File: src/rtl/ace_aw_snoop_sequencer.sv
// ACE AW snoop sequencer: decodes an upstream AW, issues AC snoops to all snoopers,
// collects CRs, then forwards the AW. Optional snoop timeout via ACE_SNOOP_TIMEOUT_EN.

package ace_aw_snoop_sequencer_pkg;
    typedef struct packed {
        logic [2:0]  snoop;
        logic [1:0]  domain;
        logic [1:0]  bar;
        logic [5:0]  atop;
        logic [63:0] addr;
    } aw_chan_t;
endpackage

module ace_aw_snoop_sequencer #(
    parameter type         aw_chan_t     = ace_aw_snoop_sequencer_pkg::aw_chan_t,
    parameter int unsigned AddrWidth     = 64,
    parameter int unsigned NumSnoopers   = 2,
    parameter int unsigned TimeoutCycles = 1024
) (
    input  logic                     clk_i,
    input  logic                     rst_i,
    input  aw_chan_t                 slv_aw_i,
    input  logic                     slv_aw_valid_i,
    output logic                     slv_aw_ready_o,
    output aw_chan_t                 mst_aw_o,
    output logic                     mst_aw_valid_o,
    input  logic                     mst_aw_ready_i,
    output logic [NumSnoopers-1:0]   ac_valid_o,
    input  logic [NumSnoopers-1:0]   ac_ready_i,
    output logic [AddrWidth-1:0]     ac_addr_o,
    output logic [3:0]               ac_snoop_o,
    input  logic [NumSnoopers-1:0]   cr_valid_i,
    output logic [NumSnoopers-1:0]   cr_ready_o,
    input  logic [5*NumSnoopers-1:0] cr_resp_i,
    output logic                     pass_dirty_o,
    output logic                     error_o,
    output logic                     illegal_o,
    output logic                     timeout_o
);

    localparam logic [1:0] IDLE  = 2'd0;
    localparam logic [1:0] SNOOP = 2'd1;
    localparam logic [1:0] FWD   = 2'd2;

    localparam logic [3:0] AC_CLEAN_INVALID = 4'b1001;
    localparam logic [3:0] AC_MAKE_INVALID  = 4'b1101;

    logic [1:0]             state;
    aw_chan_t               aw_q;
    logic [3:0]             code_q;
    logic [NumSnoopers-1:0] ac_done, cr_done, ac_hs, cr_hs;
    logic [NumSnoopers-1:0] resp_pd, resp_err;
    logic                   pass_dirty_q, error_q, illegal_q;
    logic                   dec_snoop, dec_legal;
    logic [3:0]             dec_code;
    logic                   shareable, non_system;
    logic                   all_done_next;
    logic                   timeout_hit;
    logic                   timeout_q;
    logic                   unused_resp;

    always_comb begin
        dec_snoop  = 1'b0;
        dec_legal  = 1'b0;
        dec_code   = '0;
        shareable  = (slv_aw_i.domain == 2'b01) || (slv_aw_i.domain == 2'b10);
        non_system = (slv_aw_i.domain != 2'b11);
        if (slv_aw_i.atop != '0) begin
            dec_snoop = 1'b1;
            dec_code  = AC_CLEAN_INVALID;
        end else if (slv_aw_i.bar != '0) begin
            dec_legal = 1'b1;
        end else begin
            case (slv_aw_i.snoop)
                3'b000: begin
                    if (shareable) begin
                        dec_snoop = 1'b1;
                        dec_code  = AC_CLEAN_INVALID;
                    end else if (slv_aw_i.domain == 2'b00) begin
                        dec_legal = 1'b1;
                    end
                end
                3'b001: begin
                    if (shareable) begin
                        dec_snoop = 1'b1;
                        dec_code  = AC_MAKE_INVALID;
                    end
                end
                3'b010, 3'b011, 3'b101: dec_legal = non_system;
                3'b100:                 dec_legal = shareable;
                default:                dec_legal = 1'b0;
            endcase
        end
    end

    always_comb begin
        resp_pd  = '0;
        resp_err = '0;
        for (int unsigned i = 0; i < NumSnoopers; i++) begin
            resp_pd[i]  = cr_resp_i[5*i+2];
            resp_err[i] = cr_resp_i[5*i+1];
        end
    end

    assign unused_resp = ^cr_resp_i;

    assign ac_valid_o    = (!rst_i && state == SNOOP) ? ~ac_done : '0;
    assign cr_ready_o    = (!rst_i && state == SNOOP) ? (ac_done & ~cr_done) : '0;
    assign ac_hs         = ac_valid_o & ac_ready_i;
    assign cr_hs         = cr_ready_o & cr_valid_i;
    // Exit decision includes this cycle's handshakes so FWD follows the last CR directly.
    assign all_done_next = (&(ac_done | ac_hs)) && (&(cr_done | cr_hs));

    assign slv_aw_ready_o = !rst_i && (state == IDLE);
    assign mst_aw_valid_o = !rst_i && (state == FWD);
    assign ac_addr_o      = rst_i ? '0 : AddrWidth'(aw_q.addr);
    assign ac_snoop_o     = rst_i ? '0 : code_q;
    assign pass_dirty_o   = !rst_i && pass_dirty_q;
    assign error_o        = !rst_i && error_q;
    assign illegal_o      = !rst_i && illegal_q;
    assign timeout_o      = !rst_i && timeout_q;

    always_comb begin
        if (rst_i) mst_aw_o = '0;
        else       mst_aw_o = aw_q;
    end

`ifdef ACE_SNOOP_TIMEOUT_EN
    localparam int unsigned CntW = (TimeoutCycles > 1) ? $clog2(TimeoutCycles) : 1;
    logic [CntW-1:0] cnt;

    assign timeout_hit = (state == SNOOP) && !all_done_next &&
                         (cnt == CntW'(TimeoutCycles - 1));

    always_ff @(posedge clk_i) begin
        if (rst_i) begin
            cnt       <= '0;
            timeout_q <= 1'b0;
        end else begin
            cnt       <= (state == SNOOP) ? cnt + 1'b1 : '0;
            timeout_q <= timeout_hit;
        end
    end
`else
    assign timeout_hit = 1'b0;
    assign timeout_q   = 1'b0;
`endif

    always_ff @(posedge clk_i) begin
        if (rst_i) begin
            state        <= IDLE;
            aw_q         <= '0;
            code_q       <= '0;
            ac_done      <= '0;
            cr_done      <= '0;
            pass_dirty_q <= 1'b0;
            error_q      <= 1'b0;
            illegal_q    <= 1'b0;
        end else begin
            illegal_q <= 1'b0;
            case (state)
                IDLE: begin
                    if (slv_aw_valid_i) begin
                        pass_dirty_q <= 1'b0;
                        error_q      <= 1'b0;
                        ac_done      <= '0;
                        cr_done      <= '0;
                        if (dec_snoop) begin
                            aw_q   <= slv_aw_i;
                            code_q <= dec_code;
                            state  <= SNOOP;
                        end else if (dec_legal) begin
                            aw_q   <= slv_aw_i;
                            code_q <= '0;
                            state  <= FWD;
                        end else begin
                            illegal_q <= 1'b1;
                        end
                    end
                end
                SNOOP: begin
                    ac_done      <= ac_done | ac_hs;
                    cr_done      <= cr_done | cr_hs;
                    pass_dirty_q <= pass_dirty_q | (|(cr_hs & resp_pd));
                    if (all_done_next) begin
                        error_q <= error_q | (|(cr_hs & resp_err));
                        state   <= FWD;
                    end else if (timeout_hit) begin
                        error_q <= 1'b1;
                        state   <= FWD;
                    end else begin
                        error_q <= error_q | (|(cr_hs & resp_err));
                    end
                end
                FWD: begin
                    if (mst_aw_ready_i) state <= IDLE;
                end
                default: state <= IDLE;
            endcase
        end
    end

endmodule

File: config.mk
export PLATFORM = sky130hd
export DESIGN_NAME = ace_aw_snoop_sequencer
export DESIGN_NICKNAME = d
export VERILOG_FILES = /design/src/rtl/ace_aw_snoop_sequencer.sv
export SDC_FILE = /design/constraint.sdc
export NUM_CORES = 1
export LEC_CHECK = 0
export ABC_AREA = 1
export CAP_MARGIN = 30
export CORE_MARGIN = 2
export CORE_UTILIZATION = 42
export CTS_BUF_LIST = sky130_fd_sc_hd__clkbuf_4
export DETAILED_ROUTE_END_ITERATION = 8
export PLACE_DENSITY = 0.95
export SETUP_SLACK_MARGIN = 0.05
export SKIP_CTS_REPAIR_TIMING = 1
export SYNTH_ARGS = -nofsm -noshare
export SYNTH_HDL_FRONTEND = slang
export SYNTH_SLANG_ARGS = --single-unit
File: constraint.sdc
create_clock -name clk_i -period 2.83 [get_ports clk_i]
set_input_delay 0.566 -clock clk_i [delete_from_list [all_inputs] [get_ports clk_i]]
set_output_delay 0.566 -clock clk_i [all_outputs]
set_load 0.005 [all_outputs]
==> results.cfg, run 1 <==
[outcome]
status = complete, no violations

[power_and_ir_drop]
ir_worst_vdd_mv = 0.226
p_sw_share_pct = 29.5
comb_power_share_pct = 29.5
p_int_w = 0.00199
power_leakage_nw = 2.55
power_switching_w = 0.000833
pwr-share-seq_pct = 49.6
p_per_area_nw_per_um2 = 440
pwr-share-clk_pct = 20.9

[yosys]
syn-instance-count = 609
synth_area_sq_um = 4320
synth_warnings = 0
synth_edf_count = 0
synth_common_cells = inv_1 (103), nor2_1 (100), dfxtp_1 (88)
synth_top_flop_cell = dfxtp_1
synth_cell_type_count = 28
ys_ff_latch = 88
avgSynthCellArea_sq_um = 7.09
ys_seq_area_share_pct = 40.8
synth_top_area_cell = dfxtp_1
ys_top_cells_by_area = dfxtp_1 (41%), buf_4 (12%), a21oi_1 (9.9%)
async_flop_share_pct = 0
netlist.area_leader.share_pct = 40.8
yosysMostFrequentCell = inv_1

[global_route]
grt.met2_usage_pct = 36.4
grt_use_met1_pct = 23.7
grtUsageMet3_pct = 4.33
grt-ovfl-total = 0
grt_pass1_wl_mm = 18.3
grt_max_degree = 74
antenna_found_initial = 0
grt_most_used_layer = met2
grt_pass1_vias = 3897
track_usage_pct = 20.3

[floorplan]
die_area_sq_um = 11100
coreArea_sq_um = 10100
pin_count = 250
initial_core_util_pct = 42.6
rows = 37
die_h_microns = 105
die_w_microns = 105

[critical_path]
crit_type = in2out
path_max_fanout = 51
crit_path_end_kind = output port
cp.arrival_ps = 1950
cp.required_ps = 2260
cp-start-kind = input port

[clock_tree]
htreeDepth = 3
clk_latency_ps = 420
clock-sinks = 88
clock_path_buffers = 2
cts_tree = built
path_clk_slew_ps = 130
cts-root-buf = clkbuf_4
numCtsBuffers = 9

[detailed_routing]
ant_nets = 0
firstDrtPassIters = 5
drtIter0Drc = 227
drc_errors = 0
via_count = 4226
wl_mm = 11.4
detail_route.wl_per_cell_microns = 12.5
drt-vias-per-instance = 4.65

[placed_design]
dp_hpwl_mm = 8.59
numPortBuffers = 241
gp_congestion = 0.840
placedCellCount = 893

[timing]
fmax_ghz = 0.398
timing.slew.headroom_pct = 62.3
finClkSkew_ps = 13.6
worst_pin_slew_ps = 565
finalMaxSlewViolations = 0
rsz0062_at_grt = no
finalCritPeriodShare_pct = 88.9
finalSetupViolations = 0
period_needed_ps = 2510
timing.setup.tns_ps = 0
hold_viol = 0

[cells_and_area]
antenna_cells = 0
layout.nets = 865
synthToLayoutAreaGrowth_pct = 48.6
nFillCells = 833
finalNonFillerCells = 909
final_layout_size_suffix_gt1_share_pct = 3.75

[min_path]
hold_class = in2reg

[job]
max-cap-violations = 0
## registers in the layout, summed over array words and instances (netlist names)
register      flops
pass_dirty_q      1
state             2
aw_q             77
illegal_q         1
error_q           1
code_q            2
ac_done           2
cr_done           2
## routing by layer
layer  share of wire, %  vias up
li1                   -     2152
met2                 51      155
met5                  0        -
met3                7.2       18
met4                1.9        0
met1                 40     1901
## power by group through the flow
stage	clock [W]	combinational, W	sequential (W)
after floorplan	0	0.000463	0.00142
after global placement	0	0.000814	0.00142
after detailed placement	0	0.000838	0.00143
after CTS	0.000619	0.000841	0.00140
after global routing	0.000679	0.000926	0.00142
final	0.000591	0.000833	0.00140
## layout make-up
class	count	area, sq um	share of cell area [%]
tap	136	170	2.65
sequential	88	1760	27.5
timing repair buffer	249	2510	39.1
multi-input combinational	316	1480	23.1
inverter	104	390	6.08
clock inverter	7	38.8	0.605
clock buffer	9	67.6	1.05
## worst max-delay path, stage by stage
cell	delay (ps)
buf_4	200
buf_4	480
nor2_1	180
clkdlybuf4s50_1	480
## cells in the final DEF, fill, tap and decap left out, drive strengths merged, types with 8 or more instances in the layout
master         synthesis  routed
a21oi                 85      85
buf                   86       9
clkbuf                16       9
clkdlybuf4s50          0     240
dfxtp                 88      88
inv                  104     104
nand2                 23      23
nand3                  8       8
nor2                 101     101
o21ai                 80      80
## cell families (layout without fill, tap and decap cells)
logic type,Yosys count,count (layout),share of synthesized area [%]
flip-flops,88,88,40.8
AO/OA/AOI/OAI,171,171,20.2
adder cells (fa/ha/maj),2,2,0.580
buffers and inverters,206,369,25.1
AND/OR/NAND/NOR,141,141,13.2
other,1,2,0.0869
## per-stage QoR
step | util, % | hold slack [ps] | power [W] | setup slack [ps] | cell area [sq um]
6_report | 63.3 | 435 | 0.00283 | 315 | 6420
5_1_grt | 63.3 | 407 | 0.00302 | 151 | 6420
4_1_cts | 63.3 | 402 | 0.00286 | 303 | 6420
3_5_place_dp | 62.2 | 442 | 0.00227 | 235 | 6310
3_3_place_gp | 62.2 | 437 | 0.00224 | 302 | 6310
2_1_floorplan | - | 430 | 0.00188 | 615 | 4320
## path summary, 6_finish.rpt
check	startpoint	depth (start not counted)	slack (ps)	to
min reg2reg	aw_q[39]$_SDFFE_PP0P_	2	460	aw_q[39]$_SDFFE_PP0P_
max reg2reg	state[0]$_SDFFE_PP0P_	10	1310	state[1]$_SDFFE_PP0P_
max	rst_i	4	320	ac_addr_o[1]
min	rst_i	2	440	state[0]$_SDFFE_PP0P_
No activity file was read; power rests on OpenSTA's default activity.
==> run 2: changes to the inputs <==
--- a/config.mk
+++ b/config.mk
@@ -10,6 +10,6 @@
 export CORE_MARGIN = 2
-export CORE_UTILIZATION = 42
+export CORE_UTILIZATION = 39
 export CTS_BUF_LIST = sky130_fd_sc_hd__clkbuf_4
 export DETAILED_ROUTE_END_ITERATION = 8
-export PLACE_DENSITY = 0.95
+export PLACE_DENSITY = 0.93
 export SETUP_SLACK_MARGIN = 0.05
==> constraint.sdc (replaced) <==
create_clock -name clk_i -period 2.5 [get_ports clk_i]
set_input_delay 0.5 -clock clk_i [delete_from_list [all_inputs] [get_ports clk_i]]
set_output_delay 0.5 -clock clk_i [all_outputs]
set_load 0.02 [all_outputs]
==> results.cfg, run 2 (synthesized netlist as in run 1, its figures left out) <==
[floorplan]
die_w_microns = 109
die_area_sq_um = 11900
coreArea_sq_um = 10800
initial_core_util_pct = 39.8
die_h_microns = 109
rows = 38
pin_count = 250

[global_route]
grt_pass1_wl_mm = 17.7
grt_max_degree = 69
grt_pass1_vias = 3912
antenna_found_initial = 1
grt-ovfl-total = 0
track_usage_pct = 18.7

[placed_design]
place_ws_ps = -18.9
numPortBuffers = 241
placed_cell_area_sq_um = 6350
dp_hpwl_mm = 8.83
gp_congestion = 0.789

[cells_and_area]
largest_reg_flops = 77
fin_util_pct = 60.0
final_layout_size_suffix_gt1_share_pct = 4.74
regMostFlops = aw_q
fin_area_sq_um = 6500
synthToLayoutAreaGrowth_pct = 50.7
final_common_cell = clkdlybuf4s50_1
layout_common_cells = clkdlybuf4s50_1 (236), inv_1 (103), nor2_1 (100)
layout.nets = 872

[critical_path]
cpMaxStageDelayCell = clkdlybuf4s50_1
crit_cells = 5
crit_family = buffers and inverters
crit_path_end_kind = output port
r2r_cells = 7
crit_top_cell = buf_4
worst_path_largest_cell_delay_ps = 620
crit_buf_inv = 4
cp.arrival_ps = 1850
cp.required_ps = 2000
path_max_fanout = 43
cp-start-kind = input port
crit_type = in2out
path_cells = buf_4, buf_4, buf_4, nor2_1, clkdlybuf4s50_1

[detailed_routing]
drtIter0Drc = 253
firstDrtPassIters = 4
drt-vias-per-instance = 4.56
drc_errors = 0
wl_mm = 11.6
ant_nets = 0
detail_route.wl_per_cell_microns = 12.6
via_count = 4204

[power_and_ir_drop]
pwr-share-seq_pct = 44.9
power_switching_w = 0.00116
p_int_w = 0.00238
pwr-share-clk_pct = 23.0
p_sw_share_pct = 32.8
ir_worst_vdd_mv = 0.296
power_leakage_nw = 2.66
comb_power_share_pct = 32.1
p_per_area_nw_per_um2 = 543

[outcome]
status = complete, no violations

[clock_tree]
clk_latency_ps = 420
path_clk_slew_ps = 130
clock-sinks = 88
numCtsBuffers = 9
cts_tree = built
clock_path_buffers = 2
cts-root-buf = clkbuf_4
htreeDepth = 3

[timing]
layout_setup_ws_ps = 151
hold_viol = 0
finalSetupViolations = 0
rsz0062_at_grt = no
finClkSkew_ps = 13.0
finalCritPeriodShare_pct = 94.0
fmax_ghz = 0.426
period_needed_ps = 2350
finalMaxSlewViolations = 0

[job]
max-cap-violations = 0

[min_path]
hold_class = reg2reg
min_path_cells = 2
run 2: cell types whose count changed in the layout (fill, tap and decap cells not counted), sizes merged:
cell | before | now
bufinv | 0 | 1
inv | 104 | 106
clkinvlp | 1 | 0
diode | 0 | 1
buf | 9 | 16
clkinv | 6 | 4
dlymetal6s2s | 0 | 4
clkdlybuf4s50 | 240 | 236
run 2: per-layer routing:
metal  vias up  track usage [%]  part of all wire, %
li1       2171                -                    -
met1      1839             20.4                   39
met2       165             33.3                   49
met3        29             5.26                  8.9
met4         0             9.13                  3.2
met5         -                0                    0
run 2: power by group through the flow:
stage	Clock, W	Sequential [W]	Combinational (W)
after floorplan	0	0.00161	0.000710
after global placement	0	0.00161	0.00111
after global routing	0.000918	0.00160	0.00124
after detailed placement	0	0.00162	0.00114
final	0.000814	0.00159	0.00113
after CTS	0.000849	0.00159	0.00114
run 2: worst min-delay path, cell delays in order, from the launching register on:
cell and delay, ps:
dfxtp_1 320, inv_1 60, a21oi_1 50
run 2: layout make-up:
class	instances	area [sq um]
flip-flops and latches	88	1760
well taps	140	175
fillers	979	4340
diodes	1	2.50
inverters	104	390
clock inverters	7	70.1
multi-input cells	316	1480
repair buffers	256	2560
clock buffers	9	67.6
run 2: path summary, 6_finish.rpt:
kind         slack (ps)             startpoint                    end
max                 150                  rst_i           mst_aw_o[65]
min                 460  aw_q[46]$_SDFFE_PP0P_  aw_q[46]$_SDFFE_PP0P_
max reg2reg         940  state[1]$_SDFFE_PP0P_   aw_q[0]$_SDFFE_PP0P_
min reg2reg         460  aw_q[46]$_SDFFE_PP0P_  aw_q[46]$_SDFFE_PP0P_
run 2: metrics by stage:
stage	std cells	hold slack (ps)	total power, W	TNS [ps]
finish	921	459	0.00353	0
global route	921	444	0.00376	0
CTS	920	447	0.00358	-93.6
detailed placement	904	443	0.00276	-18.9
global placement	904	437	0.00272	0
floorplan	610	430	0.00232	0
==> run 3: changes to the inputs <==
Settings changed: SKIP_CTS_REPAIR_TIMING 1 to unset.
==> results.cfg, run 3 (synthesized netlist as in run 1, its figures left out) <==
[outcome]
status = complete, no violations

[power_and_ir_drop]
ir_worst_vdd_mv = 0.298
power_switching_w = 0.00116
p_per_area_nw_per_um2 = 544
p_int_w = 0.00237
p_sw_share_pct = 32.8
pwr-share-clk_pct = 23.1
comb_power_share_pct = 32.0
pwr-share-seq_pct = 44.9
power_leakage_nw = 2.61

[placed_design]
gp_congestion = 0.789
placedCellCount = 904
dp_hpwl_mm = 8.83
numPortBuffers = 241
place_ws_ps = -18.9

[timing]
finalMaxSlewViolations = 0
fmax_ghz = 0.426
finClkSkew_ps = 13.7
finalCritPeriodShare_pct = 94.0
rsz0062_at_grt = no
period_needed_ps = 2350
timing.setup.tns_ps = 0
finalSetupViolations = 0
hold_viol = 0
whs_ps = 460
layout_setup_ws_ps = 150

[clock_tree]
clk_latency_ps = 430
path_clk_slew_ps = 130
cts_tree = built
hold_buffers = 0
numCtsBuffers = 9
post_cts_buffers = 0
htreeDepth = 3
cts-root-buf = clkbuf_4
clock_path_buffers = 2
clock-sinks = 88

[global_route]
grt-ovfl-total = 0
grt_max_degree = 69
antenna_found_initial = 1
track_usage_pct = 18.7
grt_pass1_wl_mm = 17.7
grt_pass1_vias = 3912

[critical_path]
cp.required_ps = 2000
cpMaxStageDelayCell = clkdlybuf4s50_1
crit_family = buffers and inverters
cp.arrival_ps = 1850
path_cells = buf_4, buf_4, buf_4, nor2_1, clkdlybuf4s50_1
crit_type = in2out
crit_buf_inv = 4
worst_path_largest_cell_delay_ps = 540
crit_path_end_kind = output port
crit_top_cell = buf_4
path_max_fanout = 43
cp-start-kind = input port

[cells_and_area]
finalNonFillerCells = 921
synthToLayoutAreaGrowth_pct = 50.4
regMostFlops = aw_q
nFillCells = 980
final_common_cell = clkdlybuf4s50_1
layout.nets = 872
largest_reg_flops = 77
final_layout_size_suffix_gt1_share_pct = 4.74
layout_common_cells = clkdlybuf4s50_1 (236), inv_1 (103), nor2_1 (100)

[floorplan]
die_area_sq_um = 11900
coreArea_sq_um = 10800
initial_core_util_pct = 39.8
pin_count = 250
rows = 38
die_h_microns = 109
die_w_microns = 109

[detailed_routing]
drtIter0Drc = 260
via_count = 4215
ant_nets = 0
wl_mm = 11.6
drc_errors = 0
detail_route.wl_per_cell_microns = 12.6
drt-vias-per-instance = 4.58
firstDrtPassIters = 4

[min_path]
hold_class = reg2reg

[job]
max-cap-violations = 0
==> run 3: worst paths after layout <==
path	from	end	slack, ps	cells past startpoint
setup reg to reg	state[1]$_SDFFE_PP0P_	aw_q[0]$_SDFFE_PP0P_	940	7
hold / removal	aw_q[46]$_SDFFE_PP0P_	aw_q[46]$_SDFFE_PP0P_	460	2
hold reg to reg	aw_q[46]$_SDFFE_PP0P_	aw_q[46]$_SDFFE_PP0P_	460	2
setup / recovery	rst_i	mst_aw_o[72]	150	5
==> run 3: area by class of cell <==
class	count	area, sq um	area share (%)
diodes	1	2.50	0.0386
clock buffers	9	67.6	1.04
clock inverters	7	70.1	1.08
inverters	104	390	6.01
multi-input cells	316	1480	22.8
flip-flops and latches	88	1760	27.1
well taps	140	175	2.70
repair buffers	256	2540	39.2
==> run 3: metal layers <==
metal / routed length, microns / share of wire (%) / global-route usage, % / up-vias
met5: 0 / 0 / 0 / -
li1: - / - / - / 2169
met4: 376 / 3.2 / 9.13 / 0
met2: 5690 / 49 / 33.3 / 172
met3: 1040 / 8.9 / 5.26 / 29
met1: 4490 / 39 / 20.4 / 1845
==> run 3: worst register-to-register path, cell delays in order, from the launching register on <==
cell	delay [ps]
dfxtp_1	370
nor2_1	150
inv_1	110
nor2_1	180
nand2_4	100
buf_12	190
o21ai_0	270
a21oi_1	80
==> run 3: power groups by stage <==
stage	Sequential, W	Clock, W	Combinational, W
6_report	0.00159	0.000816	0.00113
5_1_grt	0.00160	0.000918	0.00124
4_1_cts	0.00159	0.000849	0.00114
3_5_place_dp	0.00162	0	0.00114
3_3_place_gp	0.00161	0	0.00111
2_1_floorplan	0.00161	0	0.000710
==> run 3: per-stage QoR <==
stage               power (W)  util (%)  cell area, sq um
floorplan             0.00232         -              4320
global placement      0.00272      58.6              6350
detailed placement    0.00276      58.6              6350
CTS                   0.00358      59.8              6490
global route          0.00375      59.9              6490
finish                0.00353      59.9              6490
==> run 3: what timing repair did <==
action                                 CTS  global route
endpoints found under the hold margin    0             0
gates resized for setup                  4             1
setup endpoints to repair                4             1
